## src/rtl/usb_crc_pkg.sv

```systemverilog
// USB CRC16 constants and checker state encoding shared by the rx CRC logic.
// No timing or flow control of its own; pure definitions.
package usb_crc_pkg;

  localparam logic [15:0] CRC16_POLY    = 16'h8005;
  localparam logic [15:0] CRC16_INIT    = 16'hFFFF;
  localparam logic [15:0] CRC16_RESIDUE = 16'h800D;

  typedef enum logic [1:0] {
    IDLE  = 2'd0,
    ACCUM = 2'd1,
    CHECK = 2'd2,
    DONE  = 2'd3
  } crc_chk_state_t;

endpackage

```

## src/rtl/crc16_rx_lfsr.sv

```systemverilog
// Serial USB CRC16 register: one bit per shift_en, load_init restarts at 0xFFFF.
// Updates on the next edge; no backpressure, the caller gates shift_en.
module crc16_rx_lfsr
  import usb_crc_pkg::*;
(
  input  logic        clk,
  input  logic        rst,
  input  logic        load_init,
  input  logic        shift_en,
  input  logic        din,
  output logic [15:0] crc
);

  logic [15:0] crc_q;
  logic [15:0] crc_d;
  logic        fb;

  always_comb begin
    crc_d = crc_q;
    fb    = din ^ crc_q[15];
    if (load_init) begin
      crc_d = CRC16_INIT;
    end else if (shift_en) begin
      crc_d = {crc_q[14:0], 1'b0} ^ (fb ? CRC16_POLY : 16'h0000);
    end
  end

  always_ff @(posedge clk) begin
    if (rst) begin
      crc_q <= CRC16_INIT;
    end else begin
      crc_q <= crc_d;
    end
  end

  assign crc = crc_q;

endmodule

```

## config.mk

```make
export PLATFORM = sky130hd
export DESIGN_NAME = crc16_rx_lfsr
export DESIGN_NICKNAME = d
export VERILOG_FILES = /design/src/rtl/usb_crc_pkg.sv /design/src/rtl/crc16_rx_lfsr.sv
export SDC_FILE = /design/constraint.sdc
export NUM_CORES = 1
export LEC_CHECK = 0
export CORE_MARGIN = 2
export CORE_UTILIZATION = 40
export CTS_CLUSTER_SIZE = 24
export DETAILED_ROUTE_END_ITERATION = 10
export DONT_BUFFER_PORTS = 1
export PLACE_DENSITY = 0.67
export SLEW_MARGIN = 15
export SYNTH_ARGS = -nofsm -noshare
export SYNTH_HDL_FRONTEND = slang
export SYNTH_SLANG_ARGS = --single-unit
```

## constraint.sdc

```tcl
create_clock -name clk -period 0.8 [get_ports clk]
set_input_delay 0.08 -clock clk [delete_from_list [all_inputs] [get_ports clk]]
set_output_delay 0.08 -clock clk [all_outputs]
set_load 0.01 [all_outputs]
```

==> run summary <==
Setup repair after global routing could not meet its margin everywhere. The worst hold slack after final layout came out at -0.08931 ns. The die boundary width came out at 42.79 um. The cell family contributing the most delay on the critical path is flip-flops. Clock-pin slew was measured on the worst setup and hold paths at 0.09 ns.

The overall die area is 1831 um^2. For this design the ratio of total power to cell area is 1894 nW/um^2. The worst-case clock skew is 0.003135 ns. The delay contributed by the slowest stage of the critical path came out at 0.35 ns. The internal power contribution came out at 1.140 mW. The average detailed-routed wire length per instance is 12.08 um.

The endpoint kind of the worst setup timing path is a flop. Excluding fillers, the count of instances in the completed layout stands at 83. The normalized max-slew margin came out at 0.8466.

The slowest stage cell on the critical path is dfxtp_2. Setup violations remaining at the end of the flow were counted as 7. The net count after synthesis came out at 63. The net count of the finished layout is 74. The core outline area is 1350 um^2. The fraction of the cycle the final worst path needs is 1.075.

The flip-flop count of the largest register after layout is 16. From synthesis to final layout, the design area changed by 24.74%. Power comes to 1.422 mW. Counting I/O delays and the setup requirement, the final critical path takes 0.8601 ns. The initial antenna violation count is 0. The H-tree depth is 1. The net switching power is 0.2816 mW. The number of distinct standard cells referenced by the synthesized netlist came out at 15. The number of antenna repair diodes came out at 0. Summed over all cells, the static leakage comes to 0.3205 nW. The routed wire length came out at 1003 um. The number of I/O pins is 21. Along the worst path, the maximum fanout reaches 3. The via count of the first global-routing pass came to 403. The starting utilization of the core area is 0.4458. The worst setup path is of the reg -> reg kind. The worst ir drop on vdd is 1042 uV. Across all setup checks in the final design, the least slack found is -0.06009 ns. The number of buffer and inverter stages on the critical path is 0.

The number of hold buffers added after CTS came out at 2. The overflow left after global routing came out at 0. Once layout is done, the placed cells without fillers occupy 750.7 um^2. The tree is rooted in a clkbuf_4.

Clock tree synthesis found a total of 16 sinks. After detailed routing, the number of vias per cell comes to 5.000. After legalization and detailed placement, the total HPWL measured 689.1 um. In this run the worst hold path is classified as in -> reg.

The final antenna-violating net count is 0. The total placed instance area came out at 651.9 um^2. The number of DRC markers in iteration 0 is 4.

The sequential fraction of the synthesis area is 0.5322. The mapped netlist covers 601.8 um^2. The worst-margin pin slew is 0.2293 ns.

The global-route wire length before repair is 1773 um. TritonCTS built the clock tree. The final reports fail on negative hold slack, negative setup slack. Averaged over all synthesized cells, the footprint is 10.38 um^2.

The number of buffers created by CTS is 3. After detailed placement, the design holds a cell count of 76. Routability-driven placement finished with a final weighted congestion of 0.7434. The vertical extent of the die is 42.79 um. The tool flagged a number of max-cap violations equal to 0. Data on the critical path is required at its endpoint by 0.98 ns.

The share of total power dissipated in sequential elements is 0.572. At the placement stage, the worst setup path has a slack of -0.09377 ns. The share of total power dissipated in the clock network is 0.365. The largest net degree at the start of global routing came out at 19. The max-slew violation count came to 0. The total routing resource utilization after global routing came out at 0.1293.

The flow ran to the end, but the final reports show violations. The hold violation total from the final report is 15. The fraction of power spent switching nets came out at 0.1981. The leading cell type in the layout, fill and taps excluded is dfxtp_2. The total vias in the final route came out at 415.

Static timing analysis puts the maximum clock frequency at 1163 MHz. During placement, the flow inserted port buffers numbering 0. The share of power burned in combinational logic came out at 0.063. Once layout is complete, the utilization of the core stands at 0.5561. The critical path goes through xnor2_2 > xnor2_1 > a21o_1. In the layout the commonest cells are dfxtp_2 (15), nand2_1 (14), mux2i_1 (13), buf_4 (5), clkbuf_4 (3). The clock reaches the later pin of the worst-skew pair after 0.28 ns.

The gate count after technology mapping is 58. Counting flops and latches in the post-synthesis netlist gives 16. The Yosys warning count is 0. The fraction of final layout cells with drive strength greater than 1 is 0.4265. The maximum root-to-sink buffer count is 2. The sort of element at the start of the critical path is a flop.

The count of unresolved DRC violations after routing is 0. The cell row count came out at 13. The length of the first detailed-routing pass in iterations came out at 4. The worst path arrival time is 1.04 ns.
[cells by family (layout without fill, tap and decap cells)]
family | count (synthesis) | in the layout | synth area share
compound gates | 5 | 5 | 0.04990
xor+xnor | 3 | 3 | 0.04367
buf+inv | 5 | 15 | 0.05198
flops | 16 | 16 | 0.5322
mux | 13 | 13 | 0.2162
simple gates | 16 | 16 | 0.1060
[area by class of cell]
| class | count | area, um^2 |
|---|---|---|
| clock buffers | 4 | 36.28 |
| fillers | 137 | 599.3 |
| inverters | 2 | 7.507 |
| multi-input cells | 37 | 269.0 |
| flip-flops and latches | 16 | 339.1 |
| well taps | 15 | 18.77 |
| repair buffers | 9 | 80.08 |
[worst paths after layout]
path	start	endpoint	slack, ns	cells past startpoint
hold / removal	shift_en	crc[2]	-0.09	1
setup / recovery	crc[15]	crc[2]	-0.06	3
setup reg to reg	crc[15]	crc[2]	-0.06	3
hold reg to reg	crc[2]	crc[3]	0.51	2
[worst reg2reg max path: stages, from the launching register on]
cell and delay, ns:
dfxtp_2 0.35, xnor2_2 0.14, xnor2_1 0.13, a21o_1 0.15
[power by group through the flow]
stage          Clock, mW  Sequential [mW]  Combinational (mW)
2_1_floorplan          0            0.832              0.0726
3_3_place_gp           0            0.831              0.0707
3_5_place_dp           0            0.831              0.0721
4_1_cts            0.547            0.813              0.0863
5_1_grt            0.572            0.815              0.0988
6_report           0.518            0.813              0.0902
[routing by layer]
metal	wire [um]	global-route usage	up-vias
met5	0	0	-
met2	486	0.2000	10
met3	51	0.05106	2
li1	-	-	208
met4	12	0.07500	0
met1	453	0.1492	195
[cell usage after synthesis]
cell type  number  area, um^2
dfxtp_1        16       320.3
a21o_1          1       7.510
buf_2           1       5.000
a21oi_1         1       5.000
nand2_1        14       52.55
nor2_1          1       3.750
mux2i_1        13       130.1
buf_6           1       11.26
o21ai_0         2       10.01
xor2_1          1       8.760
and3_2          1       7.510
inv_1           2       7.510
o211ai_1        1       7.510
xnor2_1         2       17.52
buf_4           1       7.510
[timing repair]
| item | CTS | global route |
|---|---|---|
| hold endpoints to repair | 16 | 15 |
| setup endpoints to repair | 7 | 18 |
| setup buffers | 1 | 0 |
| cloned | 0 | 0 |
| pin swaps | 3 | 4 |
| resized for setup | 4 | 14 |
[stage by stage]
step	setup TNS [ns]	hold WS, ns
6_report	-0.2904	-0.08931
5_1_grt	-0.6160	-0.1120
4_1_cts	-0.4313	-0.1041
3_5_place_dp	-0.1597	0.1966
3_3_place_gp	-0.1139	0.1955
2_1_floorplan	-0.1416	0.2253
Power figures use the tool's default switching activity.
